--- config.mk ---
export PLATFORM = sky130hd
export DESIGN_NAME = ex_mem_stage_flat
export DESIGN_NICKNAME = d
export VERILOG_FILES = /design/src/rtl/ex_mem_stage_if.sv /design/src/rtl/ex_mem_stage.sv /design/src/flat_wrapper.sv
export SDC_FILE = /design/constraint.sdc
export NUM_CORES = 1
export LEC_CHECK = 0
export CORE_AREA = 2 2 127 129
export CTS_CLUSTER_SIZE = 12
export DETAILED_ROUTE_END_ITERATION = 10
export DIE_AREA = 0 0 129 131
export PLACE_DENSITY = 0.8
export REMOVE_ABC_BUFFERS = 1
export SLEW_MARGIN = 10
export SYNTH_ARGS = -nofsm -noshare
export SYNTH_HDL_FRONTEND = slang
export SYNTH_SLANG_ARGS = --single-unit
--- constraint.sdc ---
create_clock -name CLK -period 1.8 [get_ports CLK]
set_input_delay 0.36 -clock CLK [delete_from_list [all_inputs] [get_ports CLK]]
set_output_delay 0.36 -clock CLK [all_outputs]
set_load 0.01 [all_outputs]
--- src/rtl/ex_mem_stage_if.sv ---
// ----------------------------------------------------------------------------
// ex_mem_stage_if
// Data-memory bus between the EX/MEM stage (master) and the data memory or
// cache (slave). One request is outstanding at a time; the slave completes it
// by pulsing dhit, and on reads returns the word on dmemload in that cycle.
//
// Signals:
//   dmemREN   master->slave  read strobe
//   dmemWEN   master->slave  write strobe (never high together with dmemREN)
//   dmemaddr  master->slave  32-bit byte address
//   dmemstore master->slave  32-bit store data
//   dhit      slave->master  access complete
//   dmemload  slave->master  32-bit read data, valid with dhit on reads
// ----------------------------------------------------------------------------
interface ex_mem_stage_if;
  logic        dmemREN;
  logic        dmemWEN;
  logic [31:0] dmemaddr;
  logic [31:0] dmemstore;
  logic        dhit;
  logic [31:0] dmemload;

  modport master (
    output dmemREN, dmemWEN, dmemaddr, dmemstore,
    input  dhit, dmemload
  );

  modport slave (
    input  dmemREN, dmemWEN, dmemaddr, dmemstore,
    output dhit, dmemload
  );
endinterface

--- src/rtl/ex_mem_stage.sv ---
// ----------------------------------------------------------------------------
// ex_mem_stage
// EX/MEM pipeline latch fused with the data-memory access controller. On each
// pipeline advance it captures the execute results (or a bubble on flush),
// issues a single dmem read or write for memory instructions and holds it,
// stalling upstream stages, until the memory answers with dhit. Latched
// control, ALU result, PC+4 and load data are presented to the MEM/WB latch.
//
// Optional build macro:
//   MEM_ACCESS_TIMEOUT_EN  when defined, an access that sees no dhit for
//                          TIMEOUT_CYCLES cycles is abandoned: load data is
//                          forced to 32'hDEADBEEF and mem_err latches high
//                          until reset. When undefined, accesses wait forever
//                          and mem_err is tied low.
//
// Parameters:
//   TIMEOUT_CYCLES  ACCESS cycles without dhit before timeout (1..255)
//
// Ports:
//   CLK, nRST                         clock, asynchronous active-low reset
//   iHit                              pipeline advance enable from fetch
//   flush                             capture a bubble instead of ex_* on advance
//   ex_dREN, ex_dWEN                  memory read / write request
//   ex_regWrite, ex_MemtoReg, ex_HALT control from execute
//   ex_wsel                           destination register
//   ex_aluOut                         ALU result / memory address
//   ex_storeData                      store data
//   ex_pcp4                           PC+4 for link writes
//   dmem                              data-memory bus (master side)
//   mem_regWrite, mem_MemtoReg,
//   mem_HALT, mem_wsel                latched control
//   mem_aluOut, mem_pcp4,
//   mem_loadData                      latched data to MEM/WB
//   mem_stall                         freeze upstream stages
//   mem_err                           sticky access timeout
// ----------------------------------------------------------------------------
module ex_mem_stage #(
  parameter int TIMEOUT_CYCLES = 255
) (
  input  logic                 CLK,
  input  logic                 nRST,
  input  logic                 iHit,
  input  logic                 flush,
  input  logic                 ex_dREN,
  input  logic                 ex_dWEN,
  input  logic                 ex_regWrite,
  input  logic                 ex_MemtoReg,
  input  logic                 ex_HALT,
  input  logic [4:0]           ex_wsel,
  input  logic [31:0]          ex_aluOut,
  input  logic [31:0]          ex_storeData,
  input  logic [31:0]          ex_pcp4,
  ex_mem_stage_if.master       dmem,
  output logic                 mem_regWrite,
  output logic                 mem_MemtoReg,
  output logic                 mem_HALT,
  output logic [4:0]           mem_wsel,
  output logic [31:0]          mem_aluOut,
  output logic [31:0]          mem_pcp4,
  output logic [31:0]          mem_loadData,
  output logic                 mem_stall,
  output logic                 mem_err
);

  typedef enum logic [1:0] {
    IDLE   = 2'd0,
    ACCESS = 2'd1,
    DONE   = 2'd2
  } state_t;

  state_t      r_state;
  logic        r_rd;
  logic        r_wr;
  logic        r_regWrite;
  logic        r_MemtoReg;
  logic        r_HALT;
  logic [4:0]  r_wsel;
  logic [31:0] r_aluOut;
  logic [31:0] r_storeData;
  logic [31:0] r_pcp4;
  logic [31:0] r_loadData;

  logic        w_advance;
  logic        w_in_access;
  logic        w_cap_wr;
  logic        w_cap_rd;

  assign w_in_access = (r_state == ACCESS);
  assign w_advance   = iHit & ~w_in_access;

  // Write wins when execute raises both requests.
  assign w_cap_wr = ex_dWEN;
  assign w_cap_rd = ex_dREN & ~ex_dWEN;

`ifdef MEM_ACCESS_TIMEOUT_EN
  localparam logic [7:0] LP_TO_LAST = 8'(TIMEOUT_CYCLES - 1);
  logic [7:0] r_tocnt;
  logic       r_err;
`endif

  always_ff @(posedge CLK or negedge nRST) begin
    if (!nRST) begin
      r_state     <= IDLE;
      r_rd        <= 1'b0;
      r_wr        <= 1'b0;
      r_regWrite  <= 1'b0;
      r_MemtoReg  <= 1'b0;
      r_HALT      <= 1'b0;
      r_wsel      <= 5'd0;
      r_aluOut    <= 32'd0;
      r_storeData <= 32'd0;
      r_pcp4      <= 32'd0;
      r_loadData  <= 32'd0;
`ifdef MEM_ACCESS_TIMEOUT_EN
      r_tocnt     <= 8'd0;
      r_err       <= 1'b0;
`endif
    end else begin
      case (r_state)
        IDLE, DONE: begin
          if (w_advance) begin
            r_loadData <= 32'd0;
`ifdef MEM_ACCESS_TIMEOUT_EN
            r_tocnt    <= 8'd0;
`endif
            if (flush) begin
              r_state     <= IDLE;
              r_rd        <= 1'b0;
              r_wr        <= 1'b0;
              r_regWrite  <= 1'b0;
              r_MemtoReg  <= 1'b0;
              r_HALT      <= 1'b0;
              r_wsel      <= 5'd0;
              r_aluOut    <= 32'd0;
              r_storeData <= 32'd0;
              r_pcp4      <= 32'd0;
            end else begin
              r_state     <= (w_cap_rd | w_cap_wr) ? ACCESS : IDLE;
              r_rd        <= w_cap_rd;
              r_wr        <= w_cap_wr;
              r_regWrite  <= ex_regWrite;
              r_MemtoReg  <= ex_MemtoReg;
              r_HALT      <= ex_HALT;
              r_wsel      <= ex_wsel;
              r_aluOut    <= ex_aluOut;
              r_storeData <= ex_storeData;
              r_pcp4      <= ex_pcp4;
            end
          end
        end
        ACCESS: begin
          // dhit beats a timeout landing in the same cycle.
          if (dmem.dhit) begin
            if (r_rd) begin
              r_loadData <= dmem.dmemload;
            end
            r_state <= DONE;
          end
`ifdef MEM_ACCESS_TIMEOUT_EN
          else if (r_tocnt == LP_TO_LAST) begin
            r_loadData <= 32'hDEADBEEF;
            r_err      <= 1'b1;
            r_state    <= DONE;
          end else begin
            r_tocnt <= r_tocnt + 8'd1;
          end
`endif
        end
        default: r_state <= IDLE;
      endcase
    end
  end

  // Strobes decode straight from the state register so an asynchronous
  // reset drops them without waiting for a clock edge.
  assign dmem.dmemREN   = w_in_access & r_rd;
  assign dmem.dmemWEN   = w_in_access & r_wr;
  assign dmem.dmemaddr  = r_aluOut;
  assign dmem.dmemstore = r_storeData;

  assign mem_stall    = w_in_access;
  assign mem_regWrite = r_regWrite;
  assign mem_MemtoReg = r_MemtoReg;
  assign mem_HALT     = r_HALT;
  assign mem_wsel     = r_wsel;
  assign mem_aluOut   = r_aluOut;
  assign mem_pcp4     = r_pcp4;
  assign mem_loadData = r_loadData;

`ifdef MEM_ACCESS_TIMEOUT_EN
  assign mem_err = r_err;
`else
  assign mem_err = 1'b0;
`endif

endmodule

--- src/flat_wrapper.sv ---
// flat-port wrapper written by rule: the top's interface ports become plain ports
module ex_mem_stage_flat 
#(
  parameter int TIMEOUT_CYCLES = 255
)
  (CLK, nRST, iHit, flush, ex_dREN, ex_dWEN, ex_regWrite, ex_MemtoReg, ex_HALT, ex_wsel, ex_aluOut, ex_storeData, ex_pcp4, mem_regWrite, mem_MemtoReg, mem_HALT, mem_wsel, mem_aluOut, mem_pcp4, mem_loadData, mem_stall, mem_err, dmem_dmemREN, dmem_dmemWEN, dmem_dmemaddr, dmem_dmemstore, dmem_dhit, dmem_dmemload);
  ex_mem_stage_if dmem_i ();
  input  logic CLK;
  input  logic nRST;
  input  logic iHit;
  input  logic flush;
  input  logic ex_dREN;
  input  logic ex_dWEN;
  input  logic ex_regWrite;
  input  logic ex_MemtoReg;
  input  logic ex_HALT;
  input  logic [4:0] ex_wsel;
  input  logic [31:0] ex_aluOut;
  input  logic [31:0] ex_storeData;
  input  logic [31:0] ex_pcp4;
  output logic mem_regWrite;
  output logic mem_MemtoReg;
  output logic mem_HALT;
  output logic [4:0] mem_wsel;
  output logic [31:0] mem_aluOut;
  output logic [31:0] mem_pcp4;
  output logic [31:0] mem_loadData;
  output logic mem_stall;
  output logic mem_err;
  output wire logic [$bits(dmem_i.dmemREN)-1:0] dmem_dmemREN;
  output wire logic [$bits(dmem_i.dmemWEN)-1:0] dmem_dmemWEN;
  output wire logic [$bits(dmem_i.dmemaddr)-1:0] dmem_dmemaddr;
  output wire logic [$bits(dmem_i.dmemstore)-1:0] dmem_dmemstore;
  input wire logic [$bits(dmem_i.dhit)-1:0] dmem_dhit;
  input wire logic [$bits(dmem_i.dmemload)-1:0] dmem_dmemload;
  assign dmem_dmemREN = dmem_i.dmemREN;
  assign dmem_dmemWEN = dmem_i.dmemWEN;
  assign dmem_dmemaddr = dmem_i.dmemaddr;
  assign dmem_dmemstore = dmem_i.dmemstore;
  assign dmem_i.dhit = dmem_dhit;
  assign dmem_i.dmemload = dmem_dmemload;
  ex_mem_stage #(.TIMEOUT_CYCLES(TIMEOUT_CYCLES)) u_core (.CLK(CLK), .nRST(nRST), .iHit(iHit), .flush(flush), .ex_dREN(ex_dREN), .ex_dWEN(ex_dWEN), .ex_regWrite(ex_regWrite), .ex_MemtoReg(ex_MemtoReg), .ex_HALT(ex_HALT), .ex_wsel(ex_wsel), .ex_aluOut(ex_aluOut), .ex_storeData(ex_storeData), .ex_pcp4(ex_pcp4), .dmem(dmem_i), .mem_regWrite(mem_regWrite), .mem_MemtoReg(mem_MemtoReg), .mem_HALT(mem_HALT), .mem_wsel(mem_wsel), .mem_aluOut(mem_aluOut), .mem_pcp4(mem_pcp4), .mem_loadData(mem_loadData), .mem_stall(mem_stall), .mem_err(mem_err));
endmodule
Word level (Yosys, flattened, before mapping):

Index checks and enable logic that the tools add are counted.

* reductions and logical operators: 6
* muxes and demuxes: 18
* eq/ne operators: 5
* bitwise operators: 7

Operators with widths (number)
* 2-to-1 mux 32 bit: 6
* case mux 32 bit (2 select lines): 1
* 2-to-1 mux 1 bit: 6
* 2-to-1 mux 2 bit: 3
* 2-to-1 mux 5 bit: 1
* AND 1 bit: 4
* != test 2 x 1 -> 1 bit (second input constant): 2
* case mux 2 bit (2 select lines): 1
* AND reduction 2 bit: 2
* AND reduction 4 bit: 1
* equality test 2 x 1 -> 1 bit (second input constant): 1
* equality test 2 bit (second input constant): 1
* logical NOT 2 bit: 1
* != test 2 bit (second input constant): 1
* inverter 1 bit: 2
* nonzero test 2 bit: 1
* OR reduction 2 bit: 1
* bitwise OR 1 bit: 1

* logic and storage cells: 47
* flip-flop bits (word level): 140
* output and inout bits: 172
* input bits: 143

Depth between registers and ports, before layout:

Gate-level depths: netlist (run 1).

* word-level depth: 7
* mapped depth: 7

Least setup slack after synthesis (run 1):

Ideal clock, no wire load.

* path type: flip-flop to output port
* start: reg u_core.r_state[0]
* end: out dmem_dmemREN
* stages on the path, launching flop included: 3
* arrival: 0.953 ns
* slack: 0.487 ns
* cell sequence: dfrtp_1 -> nor2b_1 -> and2_1

* word-level cells in the longest chain between the ends: 2

RTL lines
* start: declaration: RTL line ex_mem_stage.sv:71 `state_t r_state;`
* start signal: assignment: RTL line ex_mem_stage.sv:138 `r_state <= (w_cap_rd | w_cap_wr) ? ACCESS : IDLE;`
* equality test 2 x 1 -> 1 bit: RTL line ex_mem_stage.sv:88 `assign w_in_access = (r_state == ACCESS);`
* named net mem_stall: RTL line flat_wrapper.sv:28 `output logic mem_stall;`
* AND 1 bit: RTL line ex_mem_stage.sv:176 `assign dmem.dmemREN = w_in_access & r_rd;`
* end: declaration: RTL line flat_wrapper.sv:30 `output wire logic [$bits(dmem_i.dmemREN)-1:0] dmem_dmemREN;`

The timed path passes the listed nets, and every way through them passes these cells.

Worst setup path after layout (run 1):

* start: reg u_core.r_aluOut[13], in the netlist u_core.dmem.dmemaddr[13]
* end: out mem_aluOut[13]

RTL lines
* start: declaration: RTL line ex_mem_stage.sv:78 `logic [31:0] r_aluOut;`
* start signal: assignment: RTL line ex_mem_stage.sv:145 `r_aluOut <= ex_aluOut;`
* end: declaration: RTL line flat_wrapper.sv:25 `output logic [31:0] mem_aluOut;`

No word-level cell between the ends.

==> impl_metrics.json, run 1 <==
{
  "cts_buffers": 17,
  "avgSynthCellArea_um2": 9.458,
  "grt-ovfl-total": 0,
  "routed_wirelength_um": 16790,
  "cp-start-kind": "flop",
  "dp_slack_ps": 108.9,
  "seq_area_frac_synth_pct": 57.52,
  "worstSetupPathType": "reg2out",
  "drc_errors": 0,
  "root_buffer": "clkbuf_16",
  "finalSetupViolCount": 0,
  "path_delay_family": "buffers and inverters",
  "syn-cell-area_mm2": 0.006091,
  "clk_pin_slew_worst_paths_ps": 60,
  "grt_start_max_net_pins": 84,
  "viasPerCell": 4.548,
  "critPathArrivalTime_ps": 1390,
  "fill_cells": 1261,
  "drv_slew": 0,
  "end_kind": "output pin",
  "clk_latency_ps": 420,
  "grt_pass1_vias": 4955,
  "clock.fmax_mhz": 571.2,
  "die_x_um": 129,
  "grt_setup_unrepaired": "no",
  "placementRows": 46,
  "track_usage_pct": 19.78,
  "layout_setup_ws_ps": 49.21,
  "m1WireLength_um": 6931,
  "hold_class": "in2async",
  "hold_viol": 0,
  "ys_ff_latch": 140,
  "insertedDiodeCount": 0,
  "fin_crit_sh_pct": 97.27,
  "globalplace.congestion": 0.7993,
  "die_h_um": 131,
  "core-area_mm2": 0.01560,
  "worstPathCellList": "clkdlybuf4s50_1",
  "placed_cell_area_mm2": 0.009244,
  "dp_hpwl_um": 11990,
  "dieArea_mm2": 0.01690,
  "cp.required_ps": 1440,
  "synthToLayoutAreaGrowth_pct": 63.93,
  "wire_per_inst_um": 14.63,
  "p_leak_uw": 0.004380,
  "clock-sinks": 140,
  "cts_tree": "done",
  "p_total_uw": 9883,
  "layout_common_cells": "clkdlybuf4s50_1 (308), nand2_1 (169), dfrtp_1 (140), nand2b_1 (105), o21ai_0 (104)",
  "layout_commonest_cell": "clkdlybuf4s50_1",
  "ant_nets": 0,
  "num_vias": 5221,
  "io_pins": 315,
  "top_layer_used": "met4",
  "antenna_found_initial": 0,
  "first_pass_iters": 4,
  "min_period_ps": 1751,
  "drive_above_1_share_pct": 6.223,
  "wl_met3_um": 1267,
  "synth_cell_types": 22,
  "crit_slowest_cell": "clkdlybuf4s50_1",
  "irDropWorstVdd_mv": 0.6049,
  "status": "finished clean",
  "io_buffers": 313,
  "ctsHtreeMaxLevel": 4,
  "max_cap_violations": 0,
  "hold_slack_ps": 407.4,
  "fin_nets": 1062,
  "crit_fanout": 3,
  "syn_inst": 644,
  "p_per_area_mw_per_mm2": 989.9,
  "yosysWarningCount": 0,
  "cts_buffer_depth": 2,
  "path_buf_inv": 1,
  "wl_met2_um": 8162,
  "grt_pass1_wl_um": 25720,
  "fin_skew_ps": 6.306,
  "design_area_mm2": 0.009985,
  "drtIter0Drc": 224,
  "start_util_pct": 39.05,
  "critPathMaxStageDelay_ps": 560
}
==> synthesized netlist by cell type <==
library cell,instances,area (um2)
nand2_1,169,634.4
dfrtp_1,140,3503
nand2b_1,105,656.9
o21ai_0,104,520.5
buf_4,33,247.7
nand3_1,33,165.2
clkbuf_1,26,97.59
buf_2,11,55.05
buf_6,7,78.83
and2_1,2,12.51
inv_1,2,7.510
nor2_1,2,7.510
a22o_1,1,8.760
and4b_1,1,10.01
buf_8,1,15.01
conb_1,1,3.750
nand2b_4,1,13.76
nand4b_1,1,8.760
nor2b_1,1,6.260
o21ai_1,1,5.000
o32ai_2,1,16.27
o41ai_2,1,16.27
==> area by class of cell <==
| type | count | area (um2) | area share, % |
|---|---|---|---|
| inverter | 2 | 7.507 | 0.07519 |
| multi-input combinational | 424 | 2093 | 20.96 |
| clock inverter | 9 | 203.9 | 2.043 |
| timing repair buffer | 334 | 3398 | 34.04 |
| clock buffer | 23 | 508.0 | 5.088 |
| sequential | 140 | 3503 | 35.09 |
| tap | 216 | 270.3 | 2.707 |
==> worst paths after layout <==
kind                                            from                        end  slack, ps  cells past startpoint
hold / removal                                  nRST   u_core.dmem.dmemaddr[20]        410                      2
max in group asynchronous                       nRST   u_core.dmem.dmemaddr[21]        830                      3
setup / recovery            u_core.dmem.dmemaddr[13]             mem_aluOut[13]         50                      1
hold reg to reg            u_core.dmem.dmemstore[31]  u_core.dmem.dmemstore[31]        470                      2
min in group CLK                               flush                u_core.r_rd        460                      3
setup reg to reg                   u_core.r_state[0]  u_core.dmem.dmemstore[13]        420                      5
==> cell families (layout without fill, tap and decap cells) <==
| group | Yosys count | in the layout | synth area share (%) |
|---|---|---|---|
| other cells | 1 | 1 | 0.06157 |
| simple gates | 315 | 315 | 24.88 |
| buf+inv | 80 | 368 | 8.237 |
| flops | 140 | 140 | 57.52 |
| compound gates | 108 | 108 | 9.306 |
==> timing repair <==
action,CTS,global route
hold buffers,1,0
setup buffers,2,0
hold endpoints to repair,28,0
gates resized for setup,5,0
endpoints found under the setup margin,3,0
==> layer usage <==
| metal | global-route usage, % | vias to the layer above |
|---|---|---|
| met5 | 0 | - |
| met4 | 8.376 | 0 |
| met3 | 6.515 | 32 |
| met2 | 32.31 | 207 |
| met1 | 24.21 | 2405 |
| li1 | - | 2577 |
==> stage by stage <==
step                      util, %  std cells  setup TNS (ps)
after floorplan                 -        566          -15830
after global placement      59.27       1113               0
after detailed placement    59.27       1113               0
after CTS                   64.01       1148               0
after global routing        64.01       1148               0
final                       64.01       1148               0
==> state kept, by name, summed over array words and instances, names as in the netlist, 2 cells and up <==
register / cells
u_core.r_state: 2
u_core.mem_pcp4: 32
u_core.dmem.dmemstore: 32
u_core.mem_wsel: 5
u_core.mem_loadData: 32
u_core.dmem.dmemaddr: 32
==> report_power, final <==
part,switching [uW],total [uW],internal [uW]
registers,207,3680,3470
logic,846,2050,1200
clock network,1330,4160,2830
No activity file was read; power rests on OpenSTA's default activity.
==> inputs of run 2 (changes only) <==
--- a/config.mk
+++ b/config.mk
@@ -5,11 +5,10 @@
 export SDC_FILE = /design/constraint.sdc
 export NUM_CORES = 1
 export LEC_CHECK = 0
-export CORE_AREA = 2 2 127 129
+export CORE_AREA = 2 2 146 148
 export CTS_CLUSTER_SIZE = 12
 export DETAILED_ROUTE_END_ITERATION = 10
-export DIE_AREA = 0 0 129 131
-export PLACE_DENSITY = 0.8
+export DIE_AREA = 0 0 148 150
 export REMOVE_ABC_BUFFERS = 1
 export SLEW_MARGIN = 10
 export SYNTH_ARGS = -nofsm -noshare
==> impl_metrics.json, run 2 (synthesis gave the netlist of run 1 again) <==
{
  "p_leak_uw": 0.004361,
  "die_x_um": 148,
  "finalSetupTns_ps": 0,
  "drv_slew": 0,
  "insertedDiodeCount": 0,
  "cts_buffer_depth": 2,
  "io_pins": 315,
  "p_total_uw": 9230,
  "hold_slack_ps": 421.6,
  "critPathMaxStageDelay_ps": 560,
  "met3_usage_pct": 5.793,
  "layout_commonest_cell": "clkdlybuf4s50_1",
  "viasPerCell": 4.230,
  "drive_above_1_share_pct": 6.431,
  "rr_worst_depth": 4,
  "worstSetupPathType": "reg2out",
  "hold_class": "in2async",
  "clk_pin_slew_worst_paths_ps": 60,
  "met2_usage_pct": 24.03,
  "crit_fanout": 3,
  "fin_nets": 1065,
  "finalSetupViolCount": 0,
  "core-area_mm2": 0.02069,
  "layout_common_cells": "clkdlybuf4s50_1 (307), nand2_1 (169), dfrtp_1 (140), nand2b_1 (105), o21ai_0 (104)",
  "cp-start-kind": "flop",
  "cp.required_ps": 1440,
  "first_pass_iters": 4,
  "grt_pass1_wl_um": 27140,
  "crit_slowest_cell": "clkdlybuf4s50_1",
  "grt_pass1_vias": 5074,
  "max_cap_violations": 0,
  "drtIter0Drc": 178,
  "end_kind": "output pin",
  "hold_viol": 0,
  "cts_buffers": 17,
  "synthToLayoutAreaGrowth_pct": 64.54,
  "grt_setup_unrepaired": "no",
  "ant_nets": 0,
  "clk_latency_ps": 410,
  "worstPathCellList": "clkdlybuf4s50_1",
  "cts_tree": "done",
  "root_buffer": "clkbuf_16",
  "fin_crit_sh_pct": 95.82,
  "dieArea_mm2": 0.02220,
  "drc_errors": 0,
  "grt-ovfl-total": 0,
  "critPathArrivalTime_ps": 1360,
  "p_per_area_mw_per_mm2": 921.0,
  "routed_wirelength_um": 17220,
  "irDropWorstVdd_mv": 0.5658,
  "min_period_ps": 1725,
  "ctsHtreeMaxLevel": 4,
  "path_buf_inv": 1,
  "status": "finished clean",
  "path_delay_family": "buffers and inverters",
  "antenna_found_initial": 0,
  "dp_hpwl_um": 12320,
  "fill_cells": 1971,
  "clock-sinks": 140,
  "grt_start_max_net_pins": 64,
  "start_util_pct": 29.44,
  "die_h_um": 150,
  "busiest_layer": "met2",
  "fin_skew_ps": 6.919,
  "globalplace.congestion": 0.7352,
  "wire_per_inst_um": 14.26,
  "io_buffers": 313,
  "clock.fmax_mhz": 579.8,
  "track_usage_pct": 15.43,
  "placementRows": 53,
  "use_met1_pct": 19.86,
  "num_vias": 5110,
  "cp.depth": 1
}
[run 2: worst paths after layout]
check | startpoint | endpoint | slack (ps)
max in group asynchronous | nRST | u_core.dmem.dmemstore[24] | 800
max | u_core.dmem.dmemaddr[28] | dmem_dmemaddr[28] | 80
min reg2reg | u_core.mem_pcp4[6] | u_core.mem_pcp4[6] | 480
min in group CLK | dmem_dmemload[3] | u_core.mem_loadData[3] | 470
max reg2reg | u_core.r_state[0] | u_core.dmem.dmemaddr[2] | 540
min | nRST | u_core.mem_loadData[26] | 420
[run 2: what timing repair did]
item                                    4_1_cts  5_1_grt
resized for setup                             5        4
buffers inserted                              0        1
hold endpoints to repair                     29        0
pin swaps                                     0        0
endpoints found under the setup margin        3        3
hold buffers                                  1        0
[run 2: per-stage QoR]
step                      util (%)  std cells  area (um2)  setup WS (ps)
final                        48.44       1208       10020          75.16
after global routing         48.44       1208       10020          9.197
after CTS                    48.40       1207       10010          20.66
after detailed placement     45.54       1176        9423          126.7
after global placement       45.54       1176        9423          156.0
after floorplan                  -        566        5597         -132.8
[run 2: final cells by class]
class / instances / area (um2) / share of cell area [%]
Clock buffer: 18 / 439.2 / 4.382
Clock inverter: 12 / 138.9 / 1.386
Inverter: 2 / 7.507 / 0.07491
Multi-Input combinational cell: 424 / 2093 / 20.89
Sequential cell: 140 / 3503 / 34.96
Tap cell: 275 / 344.1 / 3.433
Timing Repair Buffer: 337 / 3496 / 34.88
[run 2: power by group]
part / leakage, uW / internal [uW] / switching (uW) / total [uW]
sequential: 0.00186 / 3470 / 205 / 3680
clock: 0.000271 / 2080 / 1400 / 3480
combinational: 0.00223 / 1230 / 843 / 2080
total: 0.00436 / 6780 / 2450 / 9230
[run 2: metal layers]
| layer | part of all wire (%) | up-vias |
|---|---|---|
| li1 | - | 2579 |
| met1 | 43 | 2324 |
| met2 | 46 | 192 |
| met3 | 9.3 | 15 |
| met4 | 1.3 | 0 |
| met5 | 0 | - |
